`config.mk`:
```
export PLATFORM = sky130hd
export DESIGN_NAME = audio_pdm_tx_flat
export DESIGN_NICKNAME = d
export VERILOG_FILES = /design/src/rtl/audio_pdm_tx_if.sv /design/src/rtl/audio_pdm_tx.sv /design/src/flat_wrapper.sv
export SDC_FILE = /design/constraint.sdc
export NUM_CORES = 1
export LEC_CHECK = 0
export CAP_MARGIN = 10
export CORE_MARGIN = 3
export CORE_UTILIZATION = 45
export CTS_CLUSTER_SIZE = 14
export DETAILED_ROUTE_END_ITERATION = 6
export GPL_TIMING_DRIVEN = 0
export PLACE_DENSITY_LB_ADDON = 0.25
export RECOVER_POWER = 50
export SYNTH_ARGS = -nofsm -noshare
export SYNTH_HDL_FRONTEND = slang
export SYNTH_SLANG_ARGS = --single-unit
```
`constraint.sdc`:
```
create_clock -name clk_in -period 3.03 [get_ports clk_in]
set_input_delay 0.303 -clock clk_in [delete_from_list [all_inputs] [get_ports clk_in]]
set_output_delay 0.303 -clock clk_in [all_outputs]
set_load 0.03 [all_outputs]
```
`src/rtl/audio_pdm_tx_if.sv`:
```
// Sample handshake and PDM output bundle for audio_pdm_tx.
// The master side is the sample producer and PDM sink; the slave side is the transmitter.
interface audio_pdm_tx_if #(
  parameter int DEPTH = 16
) ();
  logic                     enable_in;
  logic [7:0]               sample_in;
  logic                     sample_valid_in;
  logic                     sample_ready_out;
  logic                     pdm_out;
  logic                     pdm_clk_out;
  logic                     underrun_out;
  logic [$clog2(DEPTH):0]   fifo_count_out;

  modport master (
    output enable_in, sample_in, sample_valid_in,
    input  sample_ready_out, pdm_out, pdm_clk_out, underrun_out, fifo_count_out
  );

  modport slave (
    input  enable_in, sample_in, sample_valid_in,
    output sample_ready_out, pdm_out, pdm_clk_out, underrun_out, fifo_count_out
  );
endinterface

```
`src/rtl/audio_pdm_tx.sv`:
```
// First-order sigma-delta PDM transmitter fed by a sample FIFO; one sample per NUM_PDM_SAMPLES bit ticks.
// Sample emitted at the next period start; ready drops only when the FIFO is full.
module audio_pdm_tx #(
  parameter int PDM_COUNT_PERIOD = 32,
  parameter int NUM_PDM_SAMPLES  = 256,
  parameter int DEPTH            = 16
) (
  input logic           clk_in,
  input logic           rst_in,
  audio_pdm_tx_if.slave bus
);
  localparam int CW = $clog2(PDM_COUNT_PERIOD);
  localparam int TW = $clog2(NUM_PDM_SAMPLES);
  localparam int AW = $clog2(DEPTH);
  localparam logic [CW-1:0] C_LAST = CW'(PDM_COUNT_PERIOD - 1);
  localparam logic [CW-1:0] C_TICK = CW'(PDM_COUNT_PERIOD / 2 - 1);
  localparam logic [CW-1:0] C_HALF = CW'(PDM_COUNT_PERIOD / 2);

  logic [7:0]    mem [DEPTH];
  logic [AW-1:0] wr_ptr;
  logic [AW-1:0] rd_ptr;
  logic [AW:0]   count;
  logic [CW-1:0] c;
  logic [CW-1:0] c_next;
  logic [TW-1:0] t;
  logic [7:0]    acc;
  logic [7:0]    cur;
  logic [7:0]    s_eff;
  logic [8:0]    acc_next;
  logic          pdm;
  logic          pdm_clk;
  logic          underrun;
  logic          ready;
  logic          empty;
  logic          push;
  logic          pop;
  logic          tick;
  logic          frame;

  // Ready comes from the registered count only, so a full FIFO refuses a push even while popping.
  assign ready = count < (AW + 1)'(DEPTH);
  assign empty = (count == '0);
  assign push  = bus.sample_valid_in && ready;
  assign tick  = bus.enable_in && (c == C_TICK);
  assign frame = tick && (t == '0);
  assign pop   = frame && !empty;

  always_comb begin
    c_next = '0;
    if (bus.enable_in) begin
      c_next = (c == C_LAST) ? '0 : c + 1'b1;
    end
  end

  // The head popped at a period start drives the modulator on that same tick.
  always_comb begin
    s_eff = cur;
    if (frame) begin
      s_eff = empty ? 8'h00 : mem[rd_ptr];
    end
  end

  assign acc_next = {1'b0, acc} + {1'b0, ~s_eff[7], s_eff[6:0]};

  always_ff @(posedge clk_in) begin
    if (push) begin
      mem[wr_ptr] <= bus.sample_in;
    end
  end

  always_ff @(posedge clk_in) begin
    if (rst_in) begin
      wr_ptr <= '0;
      rd_ptr <= '0;
      count  <= '0;
    end else begin
      if (push) wr_ptr <= wr_ptr + 1'b1;
      if (pop)  rd_ptr <= rd_ptr + 1'b1;
      case ({push, pop})
        2'b10:   count <= count + 1'b1;
        2'b01:   count <= count - 1'b1;
        default: count <= count;
      endcase
    end
  end

  // Dropping enable abandons the period outright; the popped sample is not restored.
  always_ff @(posedge clk_in) begin
    if (rst_in || !bus.enable_in) begin
      c        <= '0;
      t        <= '0;
      acc      <= '0;
      cur      <= '0;
      pdm      <= 1'b0;
      pdm_clk  <= 1'b0;
      underrun <= 1'b0;
    end else begin
      c        <= c_next;
      pdm_clk  <= (c_next < C_HALF);
      underrun <= frame && empty;
      if (tick) begin
        t   <= t + 1'b1;
        acc <= acc_next[7:0];
        pdm <= acc_next[8];
      end
      if (frame) begin
        cur <= s_eff;
      end
    end
  end

  assign bus.sample_ready_out = ready;
  assign bus.pdm_out          = pdm;
  assign bus.pdm_clk_out      = pdm_clk;
  assign bus.underrun_out     = underrun;
  assign bus.fifo_count_out   = count;
endmodule

```
`src/flat_wrapper.sv`:
```
// flat-port wrapper written by rule: the top's interface ports become plain ports
module audio_pdm_tx_flat 
#(
  parameter int PDM_COUNT_PERIOD = 32,
  parameter int NUM_PDM_SAMPLES  = 256,
  parameter int DEPTH            = 16
)
  (clk_in, rst_in, bus_enable_in, bus_sample_in, bus_sample_valid_in, bus_sample_ready_out, bus_pdm_out, bus_pdm_clk_out, bus_underrun_out, bus_fifo_count_out);
  audio_pdm_tx_if #(.DEPTH(DEPTH)) bus_i ();
  input logic clk_in;
  input logic rst_in;
  input wire logic [$bits(bus_i.enable_in)-1:0] bus_enable_in;
  input wire logic [$bits(bus_i.sample_in)-1:0] bus_sample_in;
  input wire logic [$bits(bus_i.sample_valid_in)-1:0] bus_sample_valid_in;
  output wire logic [$bits(bus_i.sample_ready_out)-1:0] bus_sample_ready_out;
  output wire logic [$bits(bus_i.pdm_out)-1:0] bus_pdm_out;
  output wire logic [$bits(bus_i.pdm_clk_out)-1:0] bus_pdm_clk_out;
  output wire logic [$bits(bus_i.underrun_out)-1:0] bus_underrun_out;
  output wire logic [$bits(bus_i.fifo_count_out)-1:0] bus_fifo_count_out;
  assign bus_i.enable_in = bus_enable_in;
  assign bus_i.sample_in = bus_sample_in;
  assign bus_i.sample_valid_in = bus_sample_valid_in;
  assign bus_sample_ready_out = bus_i.sample_ready_out;
  assign bus_pdm_out = bus_i.pdm_out;
  assign bus_pdm_clk_out = bus_i.pdm_clk_out;
  assign bus_underrun_out = bus_i.underrun_out;
  assign bus_fifo_count_out = bus_i.fifo_count_out;
  audio_pdm_tx #(.PDM_COUNT_PERIOD(PDM_COUNT_PERIOD), .NUM_PDM_SAMPLES(NUM_PDM_SAMPLES), .DEPTH(DEPTH)) u_core (.clk_in(clk_in), .rst_in(rst_in), .bus(bus_i));
endmodule
```
* Word-level counts from Yosys, hierarchy flattened *
Memory sizes are Yosys's and may differ from the RTL's. A register that Yosys moved wholly into a read port is not among the register bits.
Index checks and enable logic that the tools add are counted.

operators by class
  add/subtract/negate cells = 7
  $mul = 0
  divide/modulo/power cells = 0
  $lt $le $gt $ge = 2
  eq/ne operators = 4
  shifts and indexed selects = 0
  muxes and demuxes = 9
  bitwise logic cells = 1
  reductions and logical operators = 11

operators by type and width
  operator             number
  $mux 8               2
  $add 5x1->5 const B  2
  $lt 5x5->1 const B   2
  $mux 5               2
  $pmux 5 s2           1
  $add 8x8->9          1
  $add 4x1->4 const B  2
  $add 8x1->8 const B  1
  $logic_not 8->1      1
  $mux 4               2
  $eq 5x4->1 const B   1
  $eq 5x5->1 const B   1
  $logic_and 1x1->1    5
  $logic_not 5->1      1
  $sub 5x1->5 const B  1
  $eq 2x1->1 const B   1
  $eq 2x2->1 const B   1
  $logic_not 1->1      2
  $mux 1               2
  $reduce_bool 2->1    1
  $logic_or 1x1->1     1
  $not 1->1            1

word-level totals
  register bits = 45
  bits in latches = 0
  memory bits (writable) = 128
  memory bits (read-only) = 0
  input port bits = 12
  output and inout bits = 9
  word-level logic and storage cells = 45
  memories = 1

memories
  memory      depth  width  rd ports  clocked after memory_dff  write ports  line                text
  u_core.mem  16     8      1         1                         1            audio_pdm_tx.sv:19  logic [7:0] mem [DEPTH];

* Depth between registers and ports, before layout *
  word-level depth = 6
  depth in mapped cells = 16
  depth with buffers taken out = 14

* Worst setup path before layout *
Ideal clock, no wire load.

  path kind = register to register
  start point = reg u_core.c[0]
  end point = reg u_core.acc[6]
  library setup time = 0.062 ns
  arrival = 3.185 ns
  data required time = 2.968 ns
  setup slack = -0.217 ns
  stages on the path, launching flop included = 15
  buffers on the path = 1
  clock period less this slack = 3.247 ns
  path through = dfxtp_1 -> ha_1 -> and3_1 -> ha_1 -> and2_1 -> nand3_1 -> clkbuf_1 -> a22o_1 -> ha_1 -> fa_1 -> a21o_1 -> a21oi_1 -> o21ai_0 -> or3_1 -> nand3_1

between the ends
  cells in the longest elaborated chain, start to end = 5

RTL lines
  what                       line                 text
  start: declaration         audio_pdm_tx.sv:23   logic [CW-1:0] c;
  start signal: assignment   audio_pdm_tx.sv:98   c <= c_next;
  $eq 5x4->1                 audio_pdm_tx.sv:44   assign tick = bus.enable_in && (c == C_TICK);
  $logic_and 1x1->1          audio_pdm_tx.sv:44
  $logic_and 1x1->1          audio_pdm_tx.sv:45   assign frame = tick && (t == '0);
  $mux 8                     audio_pdm_tx.sv:58   if (frame) begin
  named net u_core.s_eff[0]  audio_pdm_tx.sv:28   logic [7:0] s_eff;
  $add 8x8->9                audio_pdm_tx.sv:63   assign acc_next = {1'b0, acc} + {1'b0, ~s_eff[7], s_eff[6:0]};
  end signal: assignment     audio_pdm_tx.sv:103  acc <= acc_next[7:0];
  end: declaration           audio_pdm_tx.sv:26   logic [7:0] acc;

The timed path passes the listed nets, and every way through them passes these cells.
A chain may end at the register's enable or synchronous reset.

==> flow_metrics.env <==
export IMPL_synth_compound_area_share_pct=3.49
export IMPL_worstMarginPinSlew_ns=0.844
export IMPL_grt_max_degree=18
export IMPL_post_place_ws_ns=-0.670
export IMPL_yosys_area_share_simple_pct=9.14
export IMPL_final_area_um2=9090
export IMPL_post_route_min_period_ns=3.10
export IMPL_syn_inst=492
export IMPL_first_global_vias=4367
export IMPL_stdcell_count=796
export IMPL_ant_nets=0
export IMPL_ir_worst_vdd_uv=425
export IMPL_io_buffer_count=19
export IMPL_pwr_density_cell_nw_per_um2=552
export IMPL_start_util_pct=46.5
export IMPL_total_leakage_power_nw=3.12
export IMPL_vias=4377
export IMPL_maxCapViolCount=0
export IMPL_path_class="flip-flop to flip-flop"
export IMPL_seq_area_frac_synth_pct=64.6
export IMPL_clock_latency_ns=0.43
export IMPL_synth_cell_types=52
export IMPL_use_met2_pct=28.7
export IMPL_p_sw_w=0.00109
export IMPL_io_pins=21
export IMPL_clock_power_share_pct=44.0
export IMPL_die_w_um=135
export IMPL_post_route_period_util_pct=102
export IMPL_die_h_um=135
export IMPL_syn_nets=526
export IMPL_cp_end_kind="flip-flop"
export IMPL_synth_seq_cells=177
export IMPL_max_freq_ghz=0.322
export IMPL_startpoint_type="flip-flop"
export IMPL_seq_power_share_pct=52.4
export IMPL_cp_max_fo=6
export IMPL_core_area_um2=16100
export IMPL_path_clk_slew_ns=0.07
export IMPL_ys_dominant_reg_cell="edfxtp_1"
export IMPL_drv_slew=0
export IMPL_grt_use_total_pct=17.8
export IMPL_first_pass_iters=5
export IMPL_routed_via_density=5.50
export IMPL_synthAdderAreaFrac_pct=3.79
export IMPL_worst_ep_arrival_time_ns=3.40
export IMPL_use_met1_pct=24.3
export IMPL_placed_area_um2=7960
export IMPL_hpwl_mm=9.88
export IMPL_avgRoutedWirePerCell_um=19.2
export IMPL_grt_busiest_layer="met2"
export IMPL_switching_share_pct=21.8
export IMPL_antenna_found_initial=0
export IMPL_hold_buffers=0
export IMPL_nNetsFinal=602
export IMPL_synth_avg_cell_area_um2=15.2
export IMPL_cts_buffers=17
export IMPL_n_antenna_cell=0
export IMPL_fin_skew_ns=0.0105
export IMPL_rows=46
export IMPL_syn2layout_area_growth_pct=21.9
export IMPL_outcome="finished with violations"
export IMPL_cts_num_sinks=177
export IMPL_hold_viol=0
export IMPL_synth_edff_count=128
export IMPL_synth_warnings=0
export IMPL_setup_slack_ns=-0.0729
export IMPL_die_area_um2=18200
export IMPL_htree_levels=4
export IMPL_cp_required_ns=3.32
export IMPL_p_int_w=0.00392
export IMPL_worstHoldPathType="input port to flip-flop"
export IMPL_clockBufferDepth=2
export IMPL_gp_congestion=0.767
export IMPL_synth_xor_area_share_pct=2.23
export IMPL_maxSlewHeadroom_pct=43.5
export IMPL_async_flop_share_pct=0
export IMPL_synth_cell_area_um2=7460
export IMPL_rsz0062_at_grt="yes"
export IMPL_drive_gt1_share_pct=26.0
export IMPL_synth_mux_area_share_pct=14.3
export IMPL_cts_tree="yes"
export IMPL_violations="setup timing"
export IMPL_power_frac_comb_pct=3.5
export IMPL_route_detailed_drc=0
export IMPL_dp_cells=729
export IMPL_setup_viol=3
export IMPL_wl_mm=15.2
export IMPL_grt_pass1_wl_mm=24.3
export IMPL_met3_usage_pct=4.17
export IMPL_holdWs_ns=0.343
export IMPL_drt_iter0_drc=302
export IMPL_synth_top_family_by_area="multiplexers"
export IMPL_cts_root_buf="clkbuf_16"
export IMPL_overflow=0
[placed cells by master, fill, tap and decap left out, types with 9 or more instances in the layout]
cell / instances
xnor2_1: 10
dfxtp_1: 44
nand2_1: 25
ha_1: 12
nor3_1: 15
edfxtp_1: 128
mux4_2: 31
mux2i_1: 26
nor2_1: 46
clkbuf_16: 18
dlygate4sd3_1: 14
clkbuf_1: 9
buf_4: 41
[through the flow]
stage	power, W	setup TNS [ns]	utilization (%)
2_1_floorplan	0.00277	-0.00814	-
3_3_place_gp	0.00284	-3.45	49.5
3_5_place_dp	0.00285	-3.97	49.6
4_1_cts	0.00504	-0.467	55.5
5_1_grt	0.00518	-0.815	56.6
6_report	0.00502	-0.173	56.6
[repair_timing]
| item | 4_1_cts | 5_1_grt |
|---|---|---|
| pin swaps | 11 | 11 |
| setup buffers | 21 | 14 |
| cloned | 1 | 0 |
| setup endpoints to repair | 11 | 7 |
| resized for setup | 39 | 24 |
[layer usage]
| layer | vias up | share of wire (%) | routed length [um] |
|---|---|---|---|
| met5 | - | 0 | 0 |
| met1 | 2216 | 45 | 6790 |
| met2 | 124 | 49 | 7450 |
| met3 | 17 | 4.9 | 746 |
| met4 | 0 | 1.7 | 261 |
| li1 | 2020 | - | - |
[final cells by class]
type | instances | area, um^2
Clock buffer | 17 | 425
Buffer | 24 | 209
Inverter | 8 | 30.0
Fill cell | 1257 | 6960
Multi-Input combinational cell | 281 | 2650
Timing Repair Buffer | 59 | 503
Tap cell | 216 | 270
Clock inverter | 14 | 173
Sequential cell | 177 | 4830
[worst paths after layout]
| check | start | end | slack, ns | cells after the start |
|---|---|---|---|---|
| setup / recovery | flip-flop | u_core.acc[7] | -0.07 | 12 |
| hold / removal | rst_in | u_core.bus.fifo_count_out[4] | 0.34 | 3 |
| setup reg to reg | flip-flop | u_core.acc[7] | -0.07 | 12 |
| hold reg to reg | u_core.acc[7] | u_core.acc[7] | 0.47 | 2 |
[registers in the layout, summed over array words and instances, names as in the netlist, named ones only]
name / flops
u_core.acc: 8
u_core.t: 8
u_core.rd_ptr: 4
u_core.wr_ptr: 4
u_core.bus.underrun_out: 1
u_core.bus.fifo_count_out: 5
u_core.mem: 128
u_core.bus.pdm_clk_out: 1
u_core.bus.pdm_out: 1
u_core.c: 5
u_core.cur: 8
[cell usage after synthesis, types with 8 or more instances]
cell type | instances | share of area, %
nor3_1 | 15 | 1.0
and2_1 | 9 | 0.75
and3_1 | 8 | 0.67
mux2i_1 | 33 | 4.4
nand2_1 | 26 | 1.3
dfxtp_1 | 49 | 13
ha_1 | 21 | 3.5
xnor2_1 | 11 | 1.3
mux4_2 | 30 | 9.1
clkbuf_1 | 10 | 0.50
edfxtp_1 | 128 | 52
nor2_1 | 47 | 2.4
o21ai_0 | 8 | 0.54
xor2_1 | 8 | 0.94
[kinds of logic after synthesis]
| kind of cell | after synthesis |
|---|---|
| AOI/OAI and AO/OA | 38 |
| xor gates and xnor gates | 19 |
| adders and majority gates | 22 |
| buffers and inverters | 34 |
| DFF | 177 |
| muxes | 66 |
| and+or+nand+nor | 136 |
[power by group through the flow]
stage / Combinational (W) / Sequential, W / Clock, W
after floorplan: 0.0000787 / 0.00269 / 0
after global placement: 0.000159 / 0.00268 / 0
after detailed placement: 0.000167 / 0.00268 / 0
after CTS: 0.000176 / 0.00263 / 0.00224
after global routing: 0.000194 / 0.00263 / 0.00235
final: 0.000177 / 0.00263 / 0.00221
[critical path: stages, from the launching register on]
cell     delay, ns
dfxtp_2       0.33
buf_8         0.15
buf_12        0.13
buf_4         0.10
mux4_2        0.53
mux2i_4       0.18
mux2i_1       0.12
a22o_1        0.24
ha_2          0.20
or4_1         0.52
o22ai_2       0.14
mux2i_1       0.23
o21ai_0       0.10
(Power assumes the default switching activity.)
